[config.mk]
export PLATFORM = sky130hd
export DESIGN_NAME = field_byte_packer
export DESIGN_NICKNAME = d
export VERILOG_FILES = /design/src/rtl/field_packer_pkg.sv /design/src/rtl/field_out_reg.sv /design/src/rtl/field_byte_packer.sv
export SDC_FILE = /design/constraint.sdc
export NUM_CORES = 1
export LEC_CHECK = 0
export ABC_AREA = 1
export CAP_MARGIN = 10
export CORE_MARGIN = 2
export CORE_UTILIZATION = 54
export CTS_CLUSTER_SIZE = 16
export DETAILED_ROUTE_END_ITERATION = 8
export GPL_TIMING_DRIVEN = 0
export HOLD_SLACK_MARGIN = 0.12
export PLACE_DENSITY = 0.79
export SETUP_SLACK_MARGIN = 0.2
export SYNTH_ARGS = -nofsm -noshare
export SYNTH_HDL_FRONTEND = slang
export SYNTH_HIERARCHICAL = 1
export SYNTH_SLANG_ARGS = --single-unit
[constraint.sdc]
create_clock -name clk -period 2.8 [get_ports clk]
set_input_delay 0.42 -clock clk [delete_from_list [all_inputs] [get_ports clk]]
set_output_delay 0.42 -clock clk [all_outputs]
set_load 0.05 [all_outputs]
[src/rtl/field_packer_pkg.sv]
// Shared types for the network-order byte packer: field sizes, FSM states
// and the packed field record carried by the output register.
package field_packer_pkg;

  localparam int MAX_BYTES = 8;
  localparam int DATA_W    = 8 * MAX_BYTES;
  localparam int BYTES_W   = 4;

  typedef enum logic [1:0] {
    SZ16   = 2'b00,
    SZ32   = 2'b01,
    SZ64   = 2'b10,
    SZ_BAD = 2'b11
  } field_size_e;

  typedef enum logic {
    ST_IDLE = 1'b0,
    ST_FILL = 1'b1
  } fill_state_e;

  typedef struct packed {
    logic [DATA_W-1:0]  data;
    logic [BYTES_W-1:0] bytes;
    logic               last;
    logic               err;
  } field_t;

  // The illegal encoding still packs a full-width field; the caller flags it.
  function automatic int size_to_bytes(input field_size_e size);
    int n;
    case (size)
      SZ16:    n = 2;
      SZ32:    n = 4;
      SZ64:    n = 8;
      default: n = 8;
    endcase
    return n;
  endfunction

endpackage

[src/rtl/field_out_reg.sv]
// Single-entry valid/ready output slot holding one packed field.
module field_out_reg
  import field_packer_pkg::*;
(
  input  logic   clk,
  input  logic   rst,
  input  logic   load,
  input  field_t in_field,
  input  logic   out_ready,
  output logic   out_valid,
  output field_t out_field
);

  logic   valid_q, valid_d;
  field_t field_q, field_d;

  // Load wins over drain so back-to-back fields keep valid high.
  always_comb begin
    valid_d = valid_q;
    field_d = field_q;
    if (load) begin
      valid_d = 1'b1;
      field_d = in_field;
    end else if (out_ready) begin
      valid_d = 1'b0;
    end else begin
      valid_d = valid_q;
    end
  end

  // Slot register.
  always_ff @(posedge clk or posedge rst) begin
    if (rst) begin
      valid_q <= 1'b0;
      field_q <= '0;
    end else begin
      valid_q <= valid_d;
      field_q <= field_d;
    end
  end

  assign out_valid = valid_q;
  assign out_field = field_q;

endmodule

[src/rtl/field_byte_packer.sv]
// Gathers big-endian bytes into a right-justified host-order field of 2/4/8
// bytes, closing early on s_last, and hands it to a one-entry output slot.
module field_byte_packer #(
  parameter int MAX_BYTES = 8
) (
  input  logic                   clk,
  input  logic                   rst,
  input  logic                   s_valid,
  output logic                   s_ready,
  input  logic [7:0]             s_data,
  input  logic                   s_last,
  input  logic [1:0]             cfg_size,
  output logic                   m_valid,
  input  logic                   m_ready,
  output logic [8*MAX_BYTES-1:0] m_data,
  output logic [3:0]             m_bytes,
  output logic                   m_last,
  output logic                   m_err
);
  import field_packer_pkg::*;

  fill_state_e        state_q, state_d;
  logic [3:0]         count_q, count_d;
  logic [3:0]         size_q, size_d;
  logic               err_q, err_d;
  logic [DATA_W-1:0]  acc_q, acc_d;
  logic               accept_s;
  logic               done_s;
  logic               load_s;
  field_t             field_s;
  field_t             out_field_s;

  assign s_ready  = !rst && (!m_valid || m_ready);
  assign accept_s = s_valid && s_ready;

  // Next-state, accumulate and completion detection for the field in progress.
  always_comb begin
    state_d = state_q;
    count_d = count_q;
    size_d  = size_q;
    err_d   = err_q;
    acc_d   = acc_q;
    done_s  = 1'b0;
    load_s  = 1'b0;
    field_s = '0;
    if (accept_s) begin
      case (state_q)
        ST_IDLE: begin
          size_d  = 4'(size_to_bytes(field_size_e'(cfg_size)));
          err_d   = (cfg_size == 2'b11);
          acc_d   = {{(DATA_W-8){1'b0}}, s_data};
          count_d = 4'd1;
          done_s  = s_last;
          state_d = ST_FILL;
        end
        ST_FILL: begin
          acc_d   = {acc_q[DATA_W-9:0], s_data};
          count_d = count_q + 4'd1;
          done_s  = ((count_q + 4'd1) == size_q) || s_last;
        end
        default: begin
          state_d = ST_IDLE;
          count_d = 4'd0;
        end
      endcase
      if (done_s) begin
        load_s        = 1'b1;
        field_s.data  = acc_d;
        field_s.bytes = count_d;
        field_s.last  = s_last;
        field_s.err   = err_d;
        state_d       = ST_IDLE;
        count_d       = 4'd0;
      end else begin
        load_s = 1'b0;
      end
    end else begin
      load_s = 1'b0;
    end
  end

  // Field-assembly state; a reset discards any partial field.
  always_ff @(posedge clk or posedge rst) begin
    if (rst) begin
      state_q <= ST_IDLE;
      count_q <= 4'd0;
      size_q  <= 4'd2;
      err_q   <= 1'b0;
      acc_q   <= '0;
    end else begin
      state_q <= state_d;
      count_q <= count_d;
      size_q  <= size_d;
      err_q   <= err_d;
      acc_q   <= acc_d;
    end
  end

  field_out_reg u_out_reg (
    .clk       (clk),
    .rst       (rst),
    .load      (load_s),
    .in_field  (field_s),
    .out_ready (m_ready),
    .out_valid (m_valid),
    .out_field (out_field_s)
  );

  assign m_data  = out_field_s.data;
  assign m_bytes = out_field_s.bytes;
  assign m_last  = out_field_s.last;
  assign m_err   = out_field_s.err;

endmodule

==> results of run 1 <==
## repair_timing
action | 4_1_cts | 5_1_grt
endpoints found under the hold margin | 0 | 0
resized for setup | 0 | 2
buffers inserted | 0 | 2
setup endpoints to repair | 0 | 69
## worst register-to-register path, stage by stage (launching register included)
cell and delay, ps:
dfrtp_1 440, ha_1 260, inv_1 80, nand2_1 80, nand3_1 80, nand2_1 50, nor2_1 110, nand3_2 140
nand2_2 120, nand2_1 100, buf_2 190, inv_1 80, buf_6 170, inv_6 90, buf_6 150, nand2_1 70
nand2_1 50
## sequential cells by signal, summed over array words and instances, names as in the netlist
register	cells
count_q	4
size_q	3
err_q	1
state_q	1
u_out_reg/out_field	70
acc_q	56
u_out_reg/out_valid	1
## synthesized netlist by cell type
cell type  instances
or2_1              1
nor2_4            30
a22oi_1            1
dfstp_2            1
nand4_1            5
buf_6              9
dfrtp_1          135
inv_1             25
o21a_1             1
nand2_2            1
clkbuf_1           5
inv_2              2
nand2_1          399
buf_1              2
nand3_2            1
o22ai_1            2
inv_6              1
buf_2             14
clkinv_1           1
nor2_2            10
buf_12             3
nand3b_1           1
ha_1               1
a21oi_1            2
nor2_1            33
buf_4              3
o21ai_0            9
nand3_1            5
## cells by family (layout without fill, tap and decap cells)
kind of cell / Yosys count / in the layout / synth area share
compound gates: 15 / 15 / 0.0138
fa+ha+maj: 1 / 1 / 0.00208
buf+inv: 65 / 185 / 0.0657
flops: 136 / 136 / 0.567
simple gates: 486 / 486 / 0.351
## metal layers
metal,up-vias,wire (µm),global-route usage
met4,0,244,0.0759
met1,2319,5600,0.287
met2,132,6850,0.416
met5,-,0,0
met3,27,608,0.0652
li1,2345,-,-
## where the power goes
| group | switching, mW | total (mW) | internal, mW | leakage [nW] |
|---|---|---|---|---|
| clock | 0.786 | 2.30 | 1.51 | 0.302 |
| combinational | 0.310 | 0.462 | 0.152 | 1.85 |
| sequential | 0.0566 | 2.11 | 2.06 | 1.87 |
| total | 1.15 | 4.87 | 3.72 | 4.02 |
## worst max-delay path by stage
stage                        start                       to  depth (start not counted)
6_report                count_q[0]  u_out_reg/out_field[20]                         16
5_1_grt                 count_q[0]  u_out_reg/out_field[57]                         16
4_1_cts                 count_q[0]   u_out_reg/out_field[0]                         15
3_5_place_dp                   rst   u_out_reg/out_field[0]                         12
3_3_place_gp                   rst  u_out_reg/out_field[67]                          2
2_1_floorplan  u_out_reg/out_valid   u_out_reg/out_field[0]                         12
## cell usage in the layout, fill, tap and decap left out, types with 4 or more instances in the layout
master,instances
buf_12,4
buf_2,13
buf_4,4
buf_6,10
bufinv_16,4
clkbuf_1,8
clkbuf_16,16
clkbuf_8,4
clkdlybuf4s50_1,86
dfrtp_1,135
inv_1,23
nand2_1,399
nand3_1,5
nand4_1,5
nor2_1,33
nor2_2,10
nor2_4,30
o21ai_0,9
## final cells by class
cell class / instances / area [µm²]
Tap cell: 140 / 175
Inverter: 29 / 116
Fill cell: 857 / 3140
Clock buffer: 23 / 467
Buffer: 36 / 287
Timing Repair Buffer: 89 / 896
Multi-Input combinational cell: 502 / 2210
Clock inverter: 8 / 144
Sequential cell: 136 / 3400
## metrics by stage
step	setup TNS [ps]	total power [mW]	worst slack (ps)	std cells
3_3_place_gp	-61650	2.58	-573	929
4_1_cts	0	4.89	319	961
2_1_floorplan	0	2.46	411	703
6_report	0	4.87	419	963
3_5_place_dp	0	2.60	233	930
5_1_grt	0	5.04	228	963
==> summary.md, run 1 <==
| Metric | Value |
|---|---|
| Status | complete, no violations |
| # DRC | 0 |
| Syn_nets | 719 |
| Kind of critical path | reg -> reg |
| Synthesized cell area | 6000 µm² |
| Area Growth Syn to Fin | 28.2% |
| Initial antenna violation count | 0 |
| WHS | 452 ps |
| Crit path top cell by count | nand2_1 |
| Synth Instances | 703 |
| Slew @ Worst Pin | 874 ps |
| Max-slew headroom | 0.417 |
| Hold Fails Final Rpt | 0 |
| Chip Height | 109 µm |
| TritonCTS clock tree | built |
| Fmax | 420 MHz |
| WL final | 13300 µm |
| Yosys reg bits | 136 |
| CP Cell Sequence | ha_1 -> inv_1 -> nand2_1 -> nand3_1 -> nand2_1 -> nor2_1 -> nand3_2 -> nand2_2 -> nand2_1 -> buf_2 -> inv_1 -> buf_6 -> inv_6 -> buf_6 -> nand2_1 -> nand2_1 |
| Pins Over Slew Limit | 0 |
| Post-synth top area share | 0.563 |
| Worst VDD drop | 0.000394 V |
| Buffers and inverters on the worst path | 6 |
| Register area share after synthesis | 0.567 |
| Critical Path RT | 3210 ps |
| Max Cap Violations | 0 |
| Setup crit end kind | flip-flop |
| Yosys cell types | 28 |
| Initial core utilization | 0.554 |
| HPWL Detailed | 9360 µm |
| Final period util | 0.850 |
| Final Net Count | 827 |
| Hold Path Class | in -> async |
| Total CTS buffers | 17 |
| Crit path time final | 2380 ps |
| Final core occ | 0.710 |
| Die width | 109 µm |
| Placed Area | 7060 µm² |
| Final setup violating endpoints | 0 |
| Delay of the slowest critical-path stage | 440 ps |
| Clock skew | 9.75 ps |
| Ys Warns | 6 |
| H-tree depth | 4 |
| Startpoint Class | flip-flop |
| R2R setup slack | 420 ps |
| Routed Antenna Nets | 0 |
| Synth top area cells | dfrtp_1 56%, nand2_1 25%, nor2_4 5.6% |
| Die area | 12000 µm² |
| Clk sinks | 136 |
| Terminus of the critical flop-to-flop path | u_out_reg/out_field[20] |
| Global-route usage over all layers | 0.239 |
| Slowest-stage cell, CP | dfrtp_1 |
| Vias | 4823 |
| I/O Pins | 87 |
| RR Startpoint | count_q[0] |
| Grt ovf | 0 |
| Drt first pass iters | 5 |
| Max Root-Sink Buffers | 2 |
| Rows | 38 |
| Critical path's top delay family | simple AND/OR/NAND/NOR gates |
| Drt wl/cell | 13.8 µm |
| Antenna cells | 0 |
| GP Congestion | 0.865 |
| Layout cells sized above 1 | 0.132 |
| Cell taking the most area after synthesis | dfrtp_1 |
| Worst R2R Path Depth | 16 |
| Vias per cell | 5.01 |
| RSZ-0062 raised after global routing | no |
| First-pass GRT wire length | 21900 µm |
| Number of global-route vias before repair | 4811 |
| Leak | 4.02 nW |
| Syn avg cell area | 8.54 µm² |
| Clock transition at path regs | 60 ps |
| Crit-path max FO | 10 |
| Hold bufs inserted after CTS | 0 |
| IO buf count | 86 |
| Clock Latency Late Sink | 530 ps |
| Design Area, Final | 7700 µm² |
| Cell Pwr Density | 633 nW/µm² |
| Critical Path AT | 2790 ps |
| Root buffer cell | clkbuf_8 |
| Core Box Area | 10800 µm² |
| Initial DRC count | 271 |
| Pin count of the biggest net entering global routing | 72 |
No activity file was read; power rests on OpenSTA's default activity.
==> run 2, diff against run 1 <==
CTS_CLUSTER_DIAMETER = 80   (was default)
==> results of run 2 <==
Final layout, timing and power as in run 1 (identical DEF).
==> run 3, diff against run 2 <==
CORE_ASPECT_RATIO = 0.75   (was default)
==> run 3 against run 2 <==
Against the previous run: critical endpoint is now u_out_reg/out_field[25]; register-to-register slack got worse by 40 ps; flip-flop and latch count stayed put; non-clock buffer count is the same; worst setup slack got worse by 43 ps; wire length is 5.8% higher; clock skew is 3.5 ps lower; count of clock-buffer cells in the layout decreased by 3; via count increased by 2.3%.
==> summary.md, run 3 (synthesis gave the netlist of run 1 again) <==
| Metric | Value |
|---|---|
| Total CTS buffers | 17 (unchanged) |
| Met1 usage | 0.333 (was 0.287) |
| Initial antenna violation count | 0 (unchanged) |
| Vias per cell | 5.12 (was 5.01) |
| Hold Fails Final Rpt | 0 (unchanged) |
| Chip Height | 95.3 µm (was 109 µm) |
| Fmax | 412 MHz (was 420 MHz) |
| Worst R2R Path Depth | 16 (unchanged) |
| Final core occ | 0.718 (was 0.710) |
| Number of global-route vias before repair | 4924 (was 4811) |
| Crit path top cell by count | nand2_1 (unchanged) |
| Status | complete, no violations (unchanged) |
| First-pass GRT wire length | 23500 µm (was 21900 µm) |
| Crit path time final | 2420 ps (was 2380 ps) |
| Vias | 4936 (was 4823) |
| Drt wl/cell | 14.6 µm (was 13.8 µm) |
| Max-slew headroom | 0.426 (was 0.417) |
| Setup crit end kind | flip-flop (unchanged) |
| Hold Path Class | in -> async (unchanged) |
| Rows | 33 (was 38) |
| Die area | 12000 µm² (about the same) |
| Drt first pass iters | 5 (unchanged) |
| IO buf count | 86 (unchanged) |
| Max Cap Violations | 0 (unchanged) |
| Layout cells sized above 1 | 0.137 (was 0.132) |
| I/O Pins | 87 (unchanged) |
| Critical Path RT | 3100 ps (was 3210 ps) |
| Slew @ Worst Pin | 861 ps (was 874 ps) |
| Clock skew | 6.24 ps (was 9.75 ps) |
| CP Cell Sequence | ha_1 -> inv_1 -> nand2_1 -> nand3_1 -> nand2_1 -> nor2_1 -> nand3_2 -> nand2_2 -> nand2_1 -> clkbuf_4 -> inv_1 -> buf_6 -> inv_6 -> buf_6 -> nand2_1 -> nand2_1 (was ha_1 -> inv_1 -> nand2_1 -> nand3_1 -> nand2_1 -> nor2_1 -> nand3_2 -> nand2_2 -> nand2_1 -> buf_2 -> inv_1 -> buf_6 -> inv_6 -> buf_6 -> nand2_1 -> nand2_1) |
| Startpoint Class | flip-flop (unchanged) |
| Antenna cells | 0 (unchanged) |
| Clock Latency Late Sink | 420 ps (was 530 ps) |
| RSZ-0062 raised after global routing | no (unchanged) |
| RR Startpoint | count_q[0] (unchanged) |
| WHS | 466 ps (was 452 ps) |
| Multi-input gate area | 2210 µm² (unchanged) |
| Placed Cells | 930 (unchanged) |
| Initial core utilization | 0.553 (was 0.554) |
| Leak | 4.05 nW (was 4.02 nW) |
| Routed Antenna Nets | 0 (unchanged) |
| Worst VDD drop | 0.000446 V (was 0.000394 V) |
| Commonest non-fill, non-tap cell in the layout | nand2_1 (unchanged) |
| Final setup violating endpoints | 0 (unchanged) |
| Initial DRC count | 344 (was 271) |
| Terminus of the critical flop-to-flop path | u_out_reg/out_field[25] (was u_out_reg/out_field[20]) |
| Final period util | 0.866 (was 0.850) |
| Pins Over Slew Limit | 0 (unchanged) |
| GP Congestion | 0.843 (was 0.865) |
| Kind of critical path | reg -> reg (unchanged) |
| Fillers | 804 (was 857) |
| Max Root-Sink Buffers | 2 (unchanged) |
| TritonCTS clock tree | built (unchanged) |
| Critical Path AT | 2720 ps (was 2790 ps) |
| Global-route usage over all layers | 0.253 (was 0.239) |
| Max FFs per register | 70 (unchanged) |
| H-tree depth | 4 (unchanged) |
| WL final | 14100 µm (was 13300 µm) |
| Area Growth Syn to Fin | 29.9% (was 28.2%) |
| Slowest-stage cell, CP | dfrtp_2 (was dfrtp_1) |
| Delay of the slowest critical-path stage | 440 ps (about the same) |
| Cell Pwr Density | 670 nW/µm² (was 633 nW/µm²) |
| Met3 Usage GRT | 0.0696 (was 0.0652) |
| Leading cell types in the layout, fill and taps excluded | 399 x nand2_1, 134 x dfrtp_1, 86 x clkdlybuf4s50_1 (was 399 x nand2_1, 135 x dfrtp_1, 86 x clkdlybuf4s50_1) |
| Final Net Count | 827 (unchanged) |
| HPWL Detailed | 9720 µm (was 9360 µm) |
| Clk sinks | 136 (unchanged) |
| # DRC | 0 (unchanged) |
| Clock transition at path regs | 60 ps (about the same) |
| Met2 GRT Util | 0.411 (was 0.416) |
| Core Box Area | 10900 µm² (was 10800 µm²) |
| Pin count of the biggest net entering global routing | 72 (unchanged) |
| Die width | 126 µm (was 109 µm) |
| Grt ovf | 0 (unchanged) |
| Finished Layout Cells | 964 (was 963) |
| R2R setup slack | 380 ps (was 420 ps) |
| GRT busiest layer | met2 (unchanged) |
| Register area | 3410 µm² (was 3400 µm²) |
| Crit-path max FO | 10 (unchanged) |
| Root buffer cell | clkbuf_16 (was clkbuf_8) |
==> run 3: cell count changes in the layout (fill, tap and decap cells not counted), moves of 2 or more <==
cell | before | now
buf_2 | 13 | 10
bufinv_16 | 4 | 7
clkbuf_4 | 1 | 4
clkbuf_1 | 8 | 6
clkbuf_8 | 4 | 2
==> run 3: worst max-delay path by stage <==
stage          depth (start not counted)                 from  slack [ps]                      end
3_3_place_gp                           2                  rst        -540  u_out_reg/out_field[62]
5_1_grt                               16           count_q[0]         190  u_out_reg/out_field[35]
6_report                              16           count_q[0]         380  u_out_reg/out_field[25]
3_5_place_dp                          13                  rst         130  u_out_reg/out_field[25]
2_1_floorplan                         12  u_out_reg/out_valid         410   u_out_reg/out_field[0]
4_1_cts                               15           count_q[0]         370   u_out_reg/out_field[5]
==> run 3: power by group <==
group	leakage, nW	total [mW]	switching (mW)	internal [mW]
clock	0.340	2.64	0.832	1.81
sequential	1.87	2.12	0.0600	2.06
combinational	1.85	0.467	0.314	0.153
==> run 3: layout make-up <==
| type | count | area share |
|---|---|---|
| Buffer | 36 | 0.0377 |
| Timing Repair Buffer | 89 | 0.115 |
| Inverter | 29 | 0.0149 |
| Clock buffer | 20 | 0.0586 |
| Clock inverter | 12 | 0.0315 |
| Sequential cell | 136 | 0.437 |
| Tap cell | 140 | 0.0225 |
| Multi-Input combinational cell | 502 | 0.283 |
==> run 3: routing by layer <==
| layer | part of all wire | vias to the layer above |
|---|---|---|
| li1 | - | 2335 |
| met1 | 0.43 | 2397 |
| met2 | 0.48 | 178 |
| met3 | 0.074 | 26 |
| met4 | 0.019 | 0 |
| met5 | 0 | - |
==> run 3: critical path, delay by kind of cell (launching register included) <==
kind                     cells  cell delay, ps
AND/OR/NAND/NOR              9             880
flip-flops                   1             440
adder cells (fa/ha/maj)      1             230
buffers and inverters        6             750
==> run 3: through the flow <==
step	power [mW]	setup WS (ps)	setup TNS, ps	instance area [µm²]
floorplan	2.46	411	0	6010
global placement	2.59	-545	-59360	7040
detailed placement	2.61	130	0	7060
CTS	5.24	372	0	7770
global route	5.39	188	0	7800
finish	5.22	376	0	7800
==> run 3: repair_timing <==
item	in CTS	in global routing
resized for setup	0	6
setup endpoints to repair	0	64
hold buffers	0	0
buffers inserted	0	2
